**config.mk**
```make
export PLATFORM = sky130hd
export DESIGN_NAME = fetch_ctrl
export DESIGN_NICKNAME = d
export VERILOG_FILES = /design/src/rtl/fetch_ctrl.sv
export SDC_FILE = /design/constraint.sdc
export NUM_CORES = 1
export LEC_CHECK = 0
export CAP_MARGIN = 20
export CORE_MARGIN = 1.5
export CORE_UTILIZATION = 50
export DETAILED_ROUTE_END_ITERATION = 8
export PLACE_DENSITY_LB_ADDON = 0.12
export SKIP_CTS_REPAIR_TIMING = 1
export SLEW_MARGIN = 20
export SYNTH_ARGS = -nofsm -noshare
export SYNTH_HDL_FRONTEND = slang
export SYNTH_SLANG_ARGS = --single-unit
```
**constraint.sdc**
```tcl
create_clock -name clk -period 14.15 [get_ports clk]
set_input_delay 2.83 -clock clk [delete_from_list [all_inputs] [get_ports clk]]
set_output_delay 2.83 -clock clk [all_outputs]
set_load 0.03 [all_outputs]
```
**src/rtl/fetch_ctrl.sv**
```systemverilog
// ============================================================================
// fetch_ctrl : instruction-fetch sequencer with req/ack memory handshake
// Rev 1.0
// ============================================================================
`default_nettype none

module fetch_ctrl #(
  parameter logic [63:0] RESET_PC   = 64'h0,
  parameter int          ALIGN_MASK = 1
) (
  input  logic        clk,
  input  logic        reset,
  input  logic        PCSrc_F,
  input  logic [63:0] PCBranch_F,
  input  logic        stall_D,
  output logic        imem_req,
  output logic [63:0] imem_addr_F,
  input  logic        imem_ack,
  input  logic [31:0] imem_rdata,
  output logic        instr_valid_D,
  output logic [31:0] instr_D,
  output logic [63:0] pc_D
);

  localparam logic [1:0] c_IDLE  = 2'd0;
  localparam logic [1:0] c_FETCH = 2'd1;
  localparam logic [1:0] c_FLUSH = 2'd2;

  logic [1:0]  r_state;
  logic [63:0] r_fetch_pc;
  logic [63:0] r_redirect_pc;
  logic        r_valid;
  logic [31:0] r_instr;
  logic [63:0] r_pc;

  logic        w_slot_free;
  logic        w_accept;
  logic        w_req;
  logic [63:0] w_target;

  assign w_slot_free = ~r_valid | ~stall_D;
  assign w_accept    = r_valid & ~stall_D;
  assign w_req       = (r_state == c_FETCH) ? w_slot_free : (r_state == c_FLUSH);
  assign w_target    = (ALIGN_MASK != 0) ? {PCBranch_F[63:2], 2'b00} : PCBranch_F;

  always_ff @(posedge clk or posedge reset) begin
    if (reset) begin
      r_state       <= c_IDLE;
      r_fetch_pc    <= RESET_PC;
      r_redirect_pc <= 64'h0;
      r_valid       <= 1'b0;
      r_instr       <= 32'h0;
      r_pc          <= 64'h0;
    end else begin
      case (r_state)
        c_IDLE: begin
          r_state <= c_FETCH;
          r_valid <= 1'b0;
          if (PCSrc_F) r_fetch_pc <= w_target;
        end
        c_FETCH: begin
          if (PCSrc_F) begin
            r_valid <= 1'b0;
            // A request still waiting on memory cannot be re-addressed; park the target.
            if (!w_req || imem_ack) begin
              r_fetch_pc <= w_target;
            end else begin
              r_redirect_pc <= w_target;
              r_state       <= c_FLUSH;
            end
          end else if (w_req && imem_ack) begin
            r_instr    <= imem_rdata;
            r_pc       <= r_fetch_pc;
            r_valid    <= 1'b1;
            r_fetch_pc <= r_fetch_pc + 64'd4;
          end else if (w_accept) begin
            r_valid <= 1'b0;
          end
        end
        c_FLUSH: begin
          r_valid <= 1'b0;
          if (imem_ack) begin
            r_state    <= c_FETCH;
            r_fetch_pc <= PCSrc_F ? w_target : r_redirect_pc;
          end else if (PCSrc_F) begin
            r_redirect_pc <= w_target;
          end
        end
        default: begin
          r_state <= c_IDLE;
          r_valid <= 1'b0;
        end
      endcase
    end
  end

  assign imem_req      = w_req;
  assign imem_addr_F   = r_fetch_pc;
  assign instr_valid_D = r_valid;
  assign instr_D       = r_instr;
  assign pc_D          = r_pc;

endmodule

`default_nettype wire

```
# Yosys cells after proc, flatten, opt, wreduce, memory -nomap -nowiden
# Index checks and enable logic that the tools add are counted.
[word_totals]
regBits = 227
[op_classes]
addsub = 1
eq_ne = 10
muxes = 20
bitwise_logic = 5
n_reduce_logical = 10
[op_table]
columns = ["operator", "count"]
rows = [
  ["64-bit 2-to-1 mux", 9],
  ["64-bit case mux with 3 select lines", 1],
  ["64-bit case mux with 2 select lines", 1],
  ["64-bit by 3-bit adder with 64-bit output (second input constant)", 1],
  ["2-bit inequality test (second input constant)", 5],
  ["2-bit 2-to-1 mux", 3],
  ["3-bit by 2-bit inequality test with 1-bit output (second input constant)", 2],
  ["2-bit case mux with 3 select lines", 1],
  ["3-bit AND reduction", 2],
  ["1-bit 2-to-1 mux", 5],
  ["5-bit AND reduction", 1],
  ["4-bit by 3-bit inequality test with 1-bit output (second input constant)", 1],
  ["4-bit AND reduction", 1],
  ["1-bit inverter", 3],
  ["3-bit nonzero test", 1],
  ["2-bit by 1-bit equality test with 1-bit output (second input constant)", 1],
  ["2-bit equality test (second input constant)", 1],
  ["2-bit logical NOT", 1],
  ["2-bit nonzero test", 1],
  ["1-bit AND", 1],
  ["1-bit logical AND", 1],
  ["1-bit logical NOT", 1],
  ["1-bit logical OR", 1],
  ["1-bit bitwise OR", 1],
]

# Depth between registers and ports, before layout
[logic_depth]
word_depth = 8
mapped_depth = 10
depth_no_buf = 7

# Worst setup path before layout
# OpenSTA, ideal clock, no wires.
[synth_timing]
kind = "input-to-output"
startpoint = "input stall_D"
endpoint = "output imem_req"
t_arrival_ns = 3.363
required_time_ns = 11.320
slack_ns = 7.957
path_stages = 1
n_path_buf = 0
cell_sequence = "a31oi_1"
[synth_via]
elab_chain_len = 3
[synth_lines]
columns = ["element", "line", "rtl"]
rows = [
  ["start: declaration", "15", "input logic stall_D,"],
  ["1-bit inverter", "41", "assign w_slot_free = ~r_valid | ~stall_D;"],
  ["1-bit bitwise OR", "41", ""],
  ["1-bit 2-to-1 mux", "43", "assign w_req = (r_state == c_FETCH) ? w_slot_free : (r_state == c_FLUSH);"],
  ["end: declaration", "16", "output logic imem_req,"],
]
# Every way passes these cells.

# Worst setup path in the final report
# Ends and elaborated chain as after synthesis.

==> impl_summary.txt <==
----------------------------------------------------
[Power]
  Pwr per Cell Area ... 256 nW/um^2
  Overall power of the completed layout ... 4.01 mW
  Worst ir drop on vdd ... 155 uV
  Leakage ... 6.34 nW

[Yosys]
  Multiplexer fraction of the synthesized cell area ... 16.2%
  Number of flops mapped to enable cells by yosys ... 0
  Compound-gate portion of the synthesized area ... 14.3%
  Flop and latch count out of synthesis ... 227
  Parity-gate share of the synthesized area counting xor and xnor cells ... 0.586%
  Syn Nets ... 1267
  Synthesized instance count ... 1159
  Post-synthesis share of cell area spent on and, or, nand and nor gates ... 17.0%
  Cell area after synthesis ... 12000 um^2
  Synthesized area per cell ... 10.3 um^2
  Primary FF master, synth ... sky130_fd_sc_hd__dfrtp_1
  Main combinational cell family by area after synthesis ... simple AND/OR/NAND/NOR gates
  Share of flip-flops with an asynchronous set or reset ... 100%
  Total of warnings raised by yosys ... 0
  Post-synthesis sequential area ratio ... 47.5%
  Adder and majority gate portion of the synthesized area ... 0.733%
  Unique masters post-synth ... 66

[Route]
  Number of design-rule violations left by the first detailed-router iteration ... 898
  Wire length reported by the detailed router ... 36500 um
  Length of the first detailed-routing pass in iterations ... 5
  Number of nets with antenna violations after routing ... 0
  Via density per instance ... 6.26
  Routed wirelength normalized by instance count ... 21.3 um
  Drc violations ... 0
  Total via count after detailed routing ... 10800

[Die]
  Die span in x ... 158 um
  Vertical die dimension ... 158 um
  Starting density of the core ... 50.9%
  IO Pins ... 263
  Number of placement rows ... 56
  Area enclosed by the die boundary ... 24800 um^2
  Core Box Area ... 23500 um^2

[Finish]
  Nets ... 1484
  Syn-to-layout area delta ... 31.3%
  Share of layout cells above drive strength 1 ... 16.8%
  # fillers ... 1843
  Post-route core utilization ... 66.9%

[STA]
  Measured slew at the worst slew-check pin ... 1.20 ns
  Worst clock skew on the final layout ... 0.00741 ns
  Slew Viols, Final ... 0
  Timing-limited maximum frequency ... 0.141 GHz
  Total count of hold-check failures in the final report ... 0
  Slew headroom ... 19.2%
  Setup TNS ... 0 ns
  Setup-violating endpoint count in the final report ... 0
  Final worst path period share ... 50.3%
  Unrepaired setup endpoints after global routing ... false
  Min Clock Period, post-route ... 7.11 ns

[Global routing]
  Pin count of the biggest net entering global routing ... 92
  Leftover overflow at the end of global routing ... 0
  Initial antenna violation count ... 4
  Global-route wire length before repair ... 57900 um
  Number of global-route vias before repair ... 10800
  Global-route usage over all layers ... 29.7%

[Worst setup path]
  Max stage delay cell, worst path ... sky130_fd_sc_hd__clkdlybuf4s50_1
  Flop2flop setup slack ... 10.65 ns
  Max stage delay on crit path ... 0.71 ns
  Depth of the worst register-to-register path ... 10
  Most used cell along the critical path ... sky130_fd_sc_hd__clkdlybuf4s50_1
  Largest fanout on the critical path ... 6
  Cell chain of the critical path ... clkdlybuf4s50_1 > a31oi_1 > clkdlybuf4s50_1
  Worst Path Buf+Inv ... 2
  WS Path Type ... in2out
  Setup crit start kind ... input pin
  Data arrival time of the critical path ... 4.28 ns
  R2r startpoint ... r_state[0]$_DFFE_PP0P_
  Capturing element type of the critical path ... output port
  Required @ worst endpoint ... 11.32 ns
  CP top delay family ... buffers and inverters
  Capture instance of the worst register-to-register path ... imem_addr_F[54]$_DFFE_PP0P_

[Placement]
  Weighted congestion at the end of routability-driven global placement ... 0.878
  Half-perimeter wire length of the detailed placement result ... 23300 um
  Number of port buffers ... 260

[Worst hold path]
  Path class of the lowest-slack min-delay path ... reg2reg
  Startpoint of the most critical hold path ... pc_D[21]$_DFFE_PP0P_
  Worst min-delay path endpoint ... pc_D[21]$_DFFE_PP0P_
  Hold Path Cell Cnt ... 2

[Clocking]
  CTS max path bufs ... 3
  Clock tree from TritonCTS ... built
  Number of H-tree levels ... 1
  Number of sinks on the clock net ... 227
  Root buffer selected by CTS ... sky130_fd_sc_hd__clkbuf_16
  Clock edge transition at the registers on the reported setup and hold paths ... 0.06 ns
  Clock Latency Late Sink ... 0.53 ns
  Number of buffers inserted during clock tree synthesis ... 26

[Flow run]
  # Max-Cap Violations ... 0

[Run status]
  Result of the run ... completed

----------------------------------------------------
## state kept, by name, indices dropped and copies added (netlist names)
signal	count
imem_addr_F	64
instr_D	32
instr_valid_D	1
pc_D	64
r_redirect_pc	64
r_state	2
## Yosys cell counts (5+ instances only)
master | number | share of area, %
sky130_fd_sc_hd__nand4b_1 | 7 | 0.51
sky130_fd_sc_hd__nand3_1 | 42 | 1.8
sky130_fd_sc_hd__or3_1 | 6 | 0.31
sky130_fd_sc_hd__a21oi_1 | 19 | 0.80
sky130_fd_sc_hd__a22oi_1 | 19 | 1.2
sky130_fd_sc_hd__a22o_1 | 18 | 1.3
sky130_fd_sc_hd__buf_1 | 6 | 0.19
sky130_fd_sc_hd__mux2_1 | 6 | 0.57
sky130_fd_sc_hd__nor4_2 | 5 | 0.52
sky130_fd_sc_hd__mux2i_1 | 9 | 0.75
sky130_fd_sc_hd__or4_1 | 8 | 0.50
sky130_fd_sc_hd__o2bb2ai_1 | 6 | 0.44
sky130_fd_sc_hd__o21ai_0 | 69 | 2.9
sky130_fd_sc_hd__a211oi_1 | 7 | 0.44
sky130_fd_sc_hd__buf_2 | 17 | 0.71
sky130_fd_sc_hd__dfrtp_1 | 227 | 48
sky130_fd_sc_hd__nor2_1 | 109 | 3.4
sky130_fd_sc_hd__o31ai_1 | 12 | 0.75
sky130_fd_sc_hd__o211ai_1 | 12 | 0.75
sky130_fd_sc_hd__a222oi_1 | 5 | 0.42
sky130_fd_sc_hd__a31oi_1 | 7 | 0.37
sky130_fd_sc_hd__xor2_1 | 7 | 0.51
sky130_fd_sc_hd__a211o_1 | 9 | 0.66
sky130_fd_sc_hd__a221oi_1 | 22 | 1.6
sky130_fd_sc_hd__nor4_1 | 22 | 1.2
sky130_fd_sc_hd__inv_1 | 21 | 0.66
sky130_fd_sc_hd__ha_1 | 7 | 0.73
sky130_fd_sc_hd__mux2_2 | 158 | 15
sky130_fd_sc_hd__clkbuf_1 | 63 | 2.0
sky130_fd_sc_hd__nor3_1 | 33 | 1.4
sky130_fd_sc_hd__nor2b_1 | 6 | 0.31
sky130_fd_sc_hd__and3_1 | 6 | 0.31
sky130_fd_sc_hd__nand2_1 | 80 | 2.5
sky130_fd_sc_hd__nand4_1 | 46 | 2.4
## placed cells by master, fill, tap and decap left out, types with 5 or more instances in the layout
master                            count
sky130_fd_sc_hd__nand4_1             46
sky130_fd_sc_hd__a21oi_1             19
sky130_fd_sc_hd__a22o_1              18
sky130_fd_sc_hd__bufinv_16            5
sky130_fd_sc_hd__nor2_1             109
sky130_fd_sc_hd__nor4_2               5
sky130_fd_sc_hd__dfrtp_1            227
sky130_fd_sc_hd__ha_1                 6
sky130_fd_sc_hd__nor4_1              22
sky130_fd_sc_hd__or4_1                8
sky130_fd_sc_hd__nand3_1             41
sky130_fd_sc_hd__inv_1               20
sky130_fd_sc_hd__and3_1               6
sky130_fd_sc_hd__clkdlybuf4s50_1    260
sky130_fd_sc_hd__nand4b_1             7
sky130_fd_sc_hd__clkbuf_1             7
sky130_fd_sc_hd__nand2_1             79
sky130_fd_sc_hd__xor2_1               7
sky130_fd_sc_hd__a211oi_1             7
sky130_fd_sc_hd__clkbuf_16           27
sky130_fd_sc_hd__a211o_1              9
sky130_fd_sc_hd__o31ai_1             12
sky130_fd_sc_hd__mux2i_1              9
sky130_fd_sc_hd__o2bb2ai_1            6
sky130_fd_sc_hd__buf_4               17
sky130_fd_sc_hd__o21ai_0             69
sky130_fd_sc_hd__o211ai_1            12
sky130_fd_sc_hd__mux2_1               6
sky130_fd_sc_hd__a22oi_1             19
sky130_fd_sc_hd__a31oi_1              7
sky130_fd_sc_hd__a222oi_1             5
sky130_fd_sc_hd__a221oi_1            22
sky130_fd_sc_hd__nor3_1              33
sky130_fd_sc_hd__or3_1                6
sky130_fd_sc_hd__mux2_2             158
## layout make-up
| cell class | count | area (um^2) | area share (%) |
|---|---|---|---|
| diodes | 3 | 7.51 | 0.0478 |
| clock buffers | 37 | 743 | 4.73 |
| clock inverters | 10 | 178 | 1.13 |
| inverters | 21 | 86.3 | 0.550 |
| multi-input cells | 823 | 5870 | 37.4 |
| flip-flops and latches | 227 | 5680 | 36.2 |
| well taps | 319 | 399 | 2.54 |
| repair buffers | 277 | 2730 | 17.4 |
## tightest hold or removal path: cells and delay by family, from the launching register on
family,cells,cell delay (ns)
AND/OR/NAND/NOR,1,0.04
AO/OA/AOI/OAI,1,0.06
flip-flops,1,0.34
## layer usage
layer | GRT usage (%) | share of wire [%] | routed length [um] | up-vias
li1 | - | - | - | 4792
met1 | 39.1 | 40 | 14800 | 5299
met2 | 47.3 | 46 | 16900 | 555
met3 | 6.98 | 9.5 | 3470 | 106
met4 | 12.2 | 3.6 | 1310 | 4
met5 | 0 | 0.074 | 27 | -
## kinds of logic after synthesis
family	Yosys count
and+or+nand+nor	394
AOI/OAI and AO/OA	241
DFF	227
muxes	173
buffers and inverters	109
xor gates and xnor gates	8
adders and majority gates	7
## worst max path at each step
stage,start,slack (ns),end,cells past startpoint
floorplan,reset,5.10,imem_addr_F[0]$_DFFE_PP0P_,1
global placement,stall_D,7.03,imem_req,3
detailed placement,stall_D,7.05,imem_req,3
CTS,stall_D,7.03,imem_req,3
global route,stall_D,6.97,imem_req,3
finish,stall_D,7.04,imem_req,3
## power by group
| group | internal (mW) | total (mW) | switching, mW |
|---|---|---|---|
| clock network | 0.455 | 0.728 | 0.274 |
| logic | 0.842 | 2.01 | 1.17 |
| registers | 0.958 | 1.27 | 0.311 |
| total | 2.25 | 4.01 | 1.76 |
## through the flow
| step | setup slack (ns) | hold slack, ns | instances | area, um^2 |
|---|---|---|---|---|
| floorplan | 5.10 | 0.454 | 1159 | 12000 |
| global placement | 7.03 | 0.464 | 1667 | 14800 |
| detailed placement | 7.05 | 0.469 | 1667 | 14800 |
| CTS | 7.03 | 0.483 | 1714 | 15700 |
| global route | 6.97 | 0.508 | 1716 | 15700 |
| finish | 7.04 | 0.477 | 1717 | 15700 |
Note: power is estimated with default switching activity, not from simulation.
